**config.mk**
```make
export PLATFORM = sky130hd
export DESIGN_NAME = ch2_4sipo_rx
export DESIGN_NICKNAME = d
export VERILOG_FILES = /design/src/rtl/ch2_4sipo_rx.sv
export SDC_FILE = /design/constraint.sdc
export NUM_CORES = 1
export LEC_CHECK = 0
export ABC_AREA = 1
export BUFFER_PORTS_ARGS = -buffer_cell sky130_fd_sc_hd__buf_2
export CAP_MARGIN = 20
export CORE_MARGIN = 3
export CORE_UTILIZATION = 30
export DETAILED_ROUTE_END_ITERATION = 10
export GPL_TIMING_DRIVEN = 0
export SYNTH_ARGS = -nofsm -noshare
export SYNTH_HDL_FRONTEND = slang
export SYNTH_SLANG_ARGS = --single-unit
```
**constraint.sdc**
```tcl
create_clock -name CLK -period 4.05 [get_ports CLK]
set_clock_uncertainty 0.05 [all_clocks]
set_input_delay 0.405 -clock CLK [delete_from_list [all_inputs] [get_ports CLK]]
set_output_delay 0.405 -clock CLK [all_outputs]
set_load 0.01 [all_outputs]
```
**src/rtl/ch2_4sipo_rx.sv**
```systemverilog
// Serial-to-parallel receiver for the upstream PISO stream. It reassembles each
// frame started by SH_LDN=0 and hands the word out on a valid/acknowledge pair.
module ch2_4sipo_rx #(
  parameter int WIDTH     = 4,
  parameter bit MSB_FIRST = 1'b1
) (
  input  logic             CLK,
  input  logic             RSTN,
  input  logic             SH_LDN,
  input  logic             SIN,
  input  logic             DACK,
  output logic [WIDTH-1:0] DOUT,
  output logic             DVALID,
  output logic             BUSY,
  output logic             FRAME_ERR,
  output logic             OVERRUN
);

  localparam int            CW       = $clog2(WIDTH + 1);
  localparam logic [CW-1:0] CNT_ZERO = {CW{1'b0}};
  localparam logic [CW-1:0] CNT_ONE  = CNT_ZERO + 1'b1;
  localparam logic [CW-1:0] CNT_FULL = CW'(WIDTH);

  typedef enum logic [1:0] {
    ST_IDLE  = 2'd0,
    ST_SHIFT = 2'd1,
    ST_DONE  = 2'd2
  } state_t;

  state_t             state_q, state_d;
  logic [CW-1:0]      cnt_q, cnt_d;
  logic [WIDTH-1:0]   sr_q, sr_d;
  logic [WIDTH-1:0]   dout_q, dout_d;
  logic               dvalid_q, dvalid_d;
  logic               busy_q, busy_d;
  logic               ferr_q, ferr_d;
  logic               ovr_q, ovr_d;
  logic [WIDTH-1:0]   shifted_s;
  logic               frame_done_s;

  // State register and all output/datapath flops.
  always_ff @(posedge CLK or negedge RSTN) begin
    if (!RSTN) begin
      state_q  <= ST_IDLE;
      cnt_q    <= CNT_ZERO;
      sr_q     <= {WIDTH{1'b0}};
      dout_q   <= {WIDTH{1'b0}};
      dvalid_q <= 1'b0;
      busy_q   <= 1'b0;
      ferr_q   <= 1'b0;
      ovr_q    <= 1'b0;
    end else begin
      state_q  <= state_d;
      cnt_q    <= cnt_d;
      sr_q     <= sr_d;
      dout_q   <= dout_d;
      dvalid_q <= dvalid_d;
      busy_q   <= busy_d;
      ferr_q   <= ferr_d;
      ovr_q    <= ovr_d;
    end
  end

  // Next-state logic: frame start, bit assembly and completion detection.
  always_comb begin
    state_d      = state_q;
    cnt_d        = cnt_q;
    sr_d         = sr_q;
    frame_done_s = 1'b0;
    ferr_d       = 1'b0;
    if (MSB_FIRST) begin
      shifted_s = {sr_q[WIDTH-2:0], SIN};
    end else begin
      shifted_s = {SIN, sr_q[WIDTH-1:1]};
    end
    if (!SH_LDN) begin
      // A load strobe always restarts; only a partially filled frame is an error.
      ferr_d  = (state_q == ST_SHIFT) && (cnt_q != CNT_ZERO) && (cnt_q < CNT_FULL);
      state_d = ST_SHIFT;
      cnt_d   = CNT_ZERO;
      sr_d    = {WIDTH{1'b0}};
    end else begin
      case (state_q)
        ST_IDLE: begin
          state_d = ST_IDLE;
        end
        ST_SHIFT: begin
          sr_d  = shifted_s;
          cnt_d = cnt_q + CNT_ONE;
          if ((cnt_q + CNT_ONE) == CNT_FULL) begin
            frame_done_s = 1'b1;
            state_d      = ST_DONE;
          end else begin
            state_d = ST_SHIFT;
          end
        end
        ST_DONE: begin
          state_d = ST_DONE;
        end
        default: begin
          state_d = ST_IDLE;
          cnt_d   = CNT_ZERO;
          sr_d    = {WIDTH{1'b0}};
        end
      endcase
    end
  end

  // Output stage: hand-off to the consumer, overrun capture and busy flag.
  always_comb begin
    dout_d   = dout_q;
    dvalid_d = dvalid_q;
    ovr_d    = ovr_q;
    busy_d   = (state_d == ST_SHIFT);
    if (frame_done_s) begin
      if (!dvalid_q || DACK) begin
        dout_d   = sr_d;
        dvalid_d = 1'b1;
      end else begin
        ovr_d = 1'b1;
      end
    end else if (DACK && dvalid_q) begin
      dvalid_d = 1'b0;
    end else begin
      dvalid_d = dvalid_q;
    end
  end

  assign DOUT      = dout_q;
  assign DVALID    = dvalid_q;
  assign BUSY      = busy_q;
  assign FRAME_ERR = ferr_q;
  assign OVERRUN   = ovr_q;

endmodule
```
==> flow_metrics.env, run 1 <==
export IMPL_final_nets=123
export IMPL_tns_ns=0
export IMPL_clkTransAtPathRegs_ns=0.10
export IMPL_ant_nets=0
export IMPL_slew_violations=0
export IMPL_layout_drive_gt1_share_pct=24.5
export IMPL_leakage_nw=0.540
export IMPL_dp_hpwl_um=1170
export IMPL_ios=13
export IMPL_vdd_drop_max_mv=0.213
export IMPL_clock_tree_root_cell="clkbuf_4"
export IMPL_synth_commonest_cells="nand2_1, dfrtp_1, inv_1"
export IMPL_clk_path_buf_depth=2
export IMPL_crit_buf_inv=2
export IMPL_post_cts_buffers=0
export IMPL_die_y_um=58.6
export IMPL_fin_area_um2=963
export IMPL_synth_top_family_by_area="simple AND/OR/NAND/NOR gates"
export IMPL_rsz0062_at_grt="false"
export IMPL_antenna_cells=0
export IMPL_path_cells="inv_1 > ha_1 > nand2_1 > inv_2 > nand3_2 > nor2_4 > nand2_1 > nand2_1"
export IMPL_gr_total_overflow=0
export IMPL_yosys_warnings=0
export IMPL_drt_pass1_iter_count=4
export IMPL_criticalPathCategory="reg2reg"
export IMPL_synth_avg_cell_area_um2=8.92
export IMPL_synth_most_common_cell="nand2_1"
export IMPL_worst_slack_ns=2.53
export IMPL_viasPerCell=4.43
export IMPL_synth_flop_cell="dfrtp_1"
export IMPL_worst_path_max_fanout=7
export IMPL_holdPathStages=2
export IMPL_clock_sinks=17
export IMPL_synth_top_area_cell="dfrtp_1"
export IMPL_yosys_top_cells_area="dfrtp_1, nand2_1, ha_1"
export IMPL_synthSimpleGateAreaFrac_pct=22.8
export IMPL_reg2regPathDepth=8
export IMPL_areaGrowthSynthToFinish_pct=16.1
export IMPL_slowest_delay_ns=0.42
export IMPL_slowest_stage="dfrtp_1"
export IMPL_synthCells=93
export IMPL_rrSetupSlack_ns=2.53
export IMPL_drv_cap=0
export IMPL_first_global_vias=681
export IMPL_synth_top_area_share_pct=51.3
export IMPL_dp_cells=135
export IMPL_via_count=620
export IMPL_wl_per_cell_um=11.1
export IMPL_hp_class="in2reg"
export IMPL_grt_pass1_wl_um=2780
export IMPL_slew_headroom_pct=73.6
export IMPL_place_ws_ns=2.55
export IMPL_tritoncts="built"
export IMPL_die_area_um2=3430
export IMPL_clock_fmax_mhz=659
export IMPL_synth_fa_ha_area_share_pct=10.6
export IMPL_route_detailed_drc=0
export IMPL_portBuffers=12
export IMPL_ys_ff_latch=17
export IMPL_worstMarginPinSlew_ns=0.397
export IMPL_p_per_area_nw_per_um2=460
export IMPL_clk_latency_ns=0.29
export IMPL_fill_cells=272
export IMPL_syn_area_um2=830
export IMPL_setup_viol=0
export IMPL_gp_congestion=0.777
export IMPL_die_w_um=58.6
export IMPL_whs_ns=0.298
export IMPL_timing_final_crit_share_pct=37.4
export IMPL_critPathRequiredTime_ns=4.24
export IMPL_grtUsageTotal_pct=10.4
export IMPL_grt_max_degree=18
export IMPL_cts_buffers=3
export IMPL_drt_total_wl_um=1550
export IMPL_cp_start_kind="register"
export IMPL_synth_compound_area_share_pct=9.05
export IMPL_period_needed_ns=1.52
export IMPL_synth_edf_count=0
export IMPL_cp_depth=8
export IMPL_initial_core_util_pct=32.6
export IMPL_crit_arrival_ns=1.70
export IMPL_syn_nets=105
export IMPL_seq_area_frac_synth_pct=51.3
export IMPL_place_area_um2=927
export IMPL_num_rows=18
export IMPL_synth_xor_area_share_pct=0
export IMPL_crit_family="simple AND/OR/NAND/NOR gates"
export IMPL_outcome="finished, final reports clean"
export IMPL_htree_levels=1
export IMPL_hold_viol_final=0
export IMPL_final_cells=140
export IMPL_antenna_found_initial=0
export IMPL_crit_path_frequent_cell="nand2_1"
export IMPL_synth_distinct_cells=17
export IMPL_postSynth_asyncResetShare_pct=100
export IMPL_cp_end_kind="register"
export IMPL_muxShareOfSynthArea_pct=0
export IMPL_core_area_um2=2540
export IMPL_drtIter0Drc=6
registers in the layout, summed over array words and instances (netlist names):
signal	flops
DOUT	4
sr_q	4
cnt_q	3
state_q	2
BUSY	1
DVALID	1
FRAME_ERR	1
OVERRUN	1
per-layer routing:
metal / wire (um) / global-route usage (%)
met1: 735 / 13.3
met2: 712 / 16.7
met3: 87 / 2.41
met4: 14 / 4.85
met5: 0 / 0
power by group:
part	internal, mW	switching [mW]	leakage [nW]
combinational	0.0508	0.0877	0.302
sequential	0.198	0.0158	0.223
clock	0.0383	0.0525	0.0150
total	0.287	0.156	0.540
worst paths after layout:
kind	start	end
setup / recovery	state_q[1]	DOUT[2]
hold / removal	SH_LDN	FRAME_ERR
setup reg to reg	state_q[1]	DOUT[2]
hold reg to reg	OVERRUN	OVERRUN
max in group asynchronous	RSTN	FRAME_ERR
min in group asynchronous	RSTN	sr_q[3]
placed cells by master (no fill, tap or decap):
cell type / count
a21boi_1: 1
a21oi_1: 2
a21oi_2: 4
buf_2: 12
clkbuf_1: 1
clkbuf_4: 3
dfrtp_1: 17
dlygate4sd3_1: 1
ha_1: 7
inv_1: 9
inv_2: 5
nand2_1: 37
nand3_1: 1
nand3_2: 1
nand4_1: 1
nor2_1: 1
nor2_4: 1
nor3_1: 1
o21ai_1: 3
o21bai_1: 1
or2_4: 1
logic make-up (layout without fill, tap and decap cells):
| logic type | count (synthesis) | count (layout) |
|---|---|---|
| simple gates | 44 | 44 |
| flops | 17 | 17 |
| buf+inv | 14 | 31 |
| compound gates | 11 | 11 |
| fa+ha+maj | 7 | 7 |
per-stage QoR:
| step | utilization [%] | total power [mW] |
|---|---|---|
| detailed placement | 36.4 | 0.358 |
| floorplan | - | 0.316 |
| finish | 37.9 | 0.443 |
| global route | 37.9 | 0.481 |
| CTS | 37.9 | 0.452 |
| global placement | 36.4 | 0.350 |
cell type report:
cell class | instances | area (um^2) | area share [%]
clock buffer | 4 | 26.3 | 2.73
inverter | 14 | 52.6 | 5.45
multi-input combinational | 62 | 352 | 36.5
sequential | 17 | 425 | 44.2
tap | 30 | 37.5 | 3.90
timing repair buffer | 13 | 70.1 | 7.27
repair_timing:
action,4_1_cts,5_1_grt
hold buffers,1,0
gates resized for setup,0,0
endpoints found under the hold margin,17,0
Note: power is estimated with default switching activity, not from simulation.
==> run 2: changes to the inputs <==
Clock period 4.05 ns to 1.4 ns, I/O delays scaled along.
==> run 2 against run 1 <==
Against the previous run:
- count of clock-buffer cells in the layout did not move
- critical path depth down 2
- critical endpoint is now BUSY
- final area is 9.0% higher
- via count rose by 3.2%
- setup slack worse by 2.5 ns
- first-iteration DRC count is 130% higher
- die area is the same
- sequential share of layout area decreased by 3.6 points
- flip-flop and latch count did not move
- largest cell class unchanged
==> flow_metrics.env, run 2 (synthesized netlist as in run 1, its figures left out) <==
export IMPL_outcome="finished, final reports clean"
export IMPL_cp_start_kind="register"
export IMPL_crit_arrival_ns=1.48
export IMPL_cp_end_kind="register"
export IMPL_worst_path_max_fanout=3
export IMPL_place_area_um2=927
export IMPL_drtIter0Drc=14
export IMPL_wirelength_met1_um=753
export IMPL_ios=13
export IMPL_p_per_area_nw_per_um2=1340
export IMPL_final_nets=129
export IMPL_worstMarginPinSlew_ns=0.390
export IMPL_place_ws_ns=-0.0983
export IMPL_fin_area_um2=1050
export IMPL_slew_headroom_pct=74.0
export IMPL_criticalPathCategory="reg2reg"
export IMPL_antenna_cells=0
export IMPL_gp_congestion=0.777
export IMPL_route_met3_wl_um=93
export IMPL_clock_tree_root_cell="clkbuf_4"
export IMPL_critPathRequiredTime_ns=1.54
export IMPL_fill_cells=264
export IMPL_ant_nets=0
export IMPL_cts_buffers=3
export IMPL_tns_ns=0
export IMPL_hp_class="in2reg"
export IMPL_drt_pass1_iter_count=4
export IMPL_clk_path_buf_depth=2
export IMPL_rrSetupSlack_ns=0.06
export IMPL_num_rows=18
export IMPL_antenna_found_initial=0
export IMPL_vdd_drop_max_mv=0.639
export IMPL_drt_total_wl_um=1630
export IMPL_hold_viol_final=0
export IMPL_die_w_um=58.6
export IMPL_layout_drive_gt1_share_pct=37.1
export IMPL_clkTransAtPathRegs_ns=0.10
export IMPL_areaGrowthSynthToFinish_pct=26.5
export IMPL_tritoncts="built"
export IMPL_first_global_vias=705
export IMPL_wl_per_cell_um=11.2
export IMPL_core_area_um2=2540
export IMPL_slew_violations=0
export IMPL_clock_sinks=17
export IMPL_top_layer_used="met4"
export IMPL_period_needed_ns=1.34
export IMPL_setup_viol=0
export IMPL_via_count=640
export IMPL_rsz0062_at_grt="true"
export IMPL_wl_met2_um=759
export IMPL_die_y_um=58.6
export IMPL_route_detailed_drc=0
export IMPL_grt_max_degree=18
export IMPL_final_cell_mix="nand2_1, dfrtp_1, buf_2"
export IMPL_die_area_um2=3430
export IMPL_dp_hpwl_um=1170
export IMPL_clock_fmax_mhz=746
export IMPL_leakage_nw=0.565
export IMPL_clk_latency_ns=0.29
export IMPL_grtUsageTotal_pct=10.8
export IMPL_gr_total_overflow=0
export IMPL_worst_slack_ns=0.0593
export IMPL_grt_pass1_wl_um=2860
export IMPL_final_util_pct=41.2
export IMPL_drv_cap=0
export IMPL_timing_final_crit_share_pct=95.8
export IMPL_viasPerCell=4.38
export IMPL_portBuffers=12
export IMPL_initial_core_util_pct=32.6
export IMPL_htree_levels=1
export IMPL_layout_commonest_cell="nand2_1"
run 2: changes by cell type in the layout (fill, tap and decap cells not counted), sizes merged:
cell and change:
buf +6
run 2: area by class of cell:
type / instances / area [um^2] / area share (%)
inverters: 14 / 52.6 / 5.01
multi-input cells: 62 / 393 / 37.4
clock buffers: 4 / 26.3 / 2.50
well taps: 30 / 37.5 / 3.58
flip-flops and latches: 17 / 425 / 40.5
repair buffers: 19 / 115 / 11.0
run 2: through the flow:
stage,instances,power [mW],hold slack [ns]
floorplan,93,0.915,-0.206
global placement,135,1.01,0.0295
detailed placement,135,1.04,0.0366
CTS,142,1.38,0.0200
global route,146,1.52,0.0322
finish,146,1.41,0.0312
run 2: report_power, final:
| part | internal [mW] | switching [mW] | total, mW |
|---|---|---|---|
| clock network | 0.111 | 0.156 | 0.267 |
| logic | 0.225 | 0.296 | 0.521 |
| registers | 0.574 | 0.0504 | 0.624 |
run 2: layer usage:
layer	track usage (%)	vias to the layer above
li1	-	331
met5	0	-
met2	17.5	15
met4	4.85	0
met3	2.41	3
met1	13.6	291
run 2: critical path, cell delays in order (launching register included):
cell	delay, ns
dfrtp_1	0.45
inv_2	0.07
ha_1	0.33
nand2_1	0.08
inv_1	0.05
a21oi_2	0.15
a21oi_1	0.06
run 2: timing repair:
action	4_1_cts	5_1_grt
gates resized for setup	8	5
setup buffers	2	4
setup endpoints to repair	7	8
pin swaps	2	6
hold buffers	1	0
cloned	0	0
endpoints found under the hold margin	17	0
run 2: worst paths after layout:
path	from	to	cells after the start
min in group asynchronous	RSTN	sr_q[3]	2
setup reg to reg	state_q[0]	BUSY	6
max in group asynchronous	RSTN	FRAME_ERR	2
setup / recovery	state_q[0]	BUSY	6
hold / removal	SH_LDN	FRAME_ERR	2
hold reg to reg	OVERRUN	OVERRUN	1
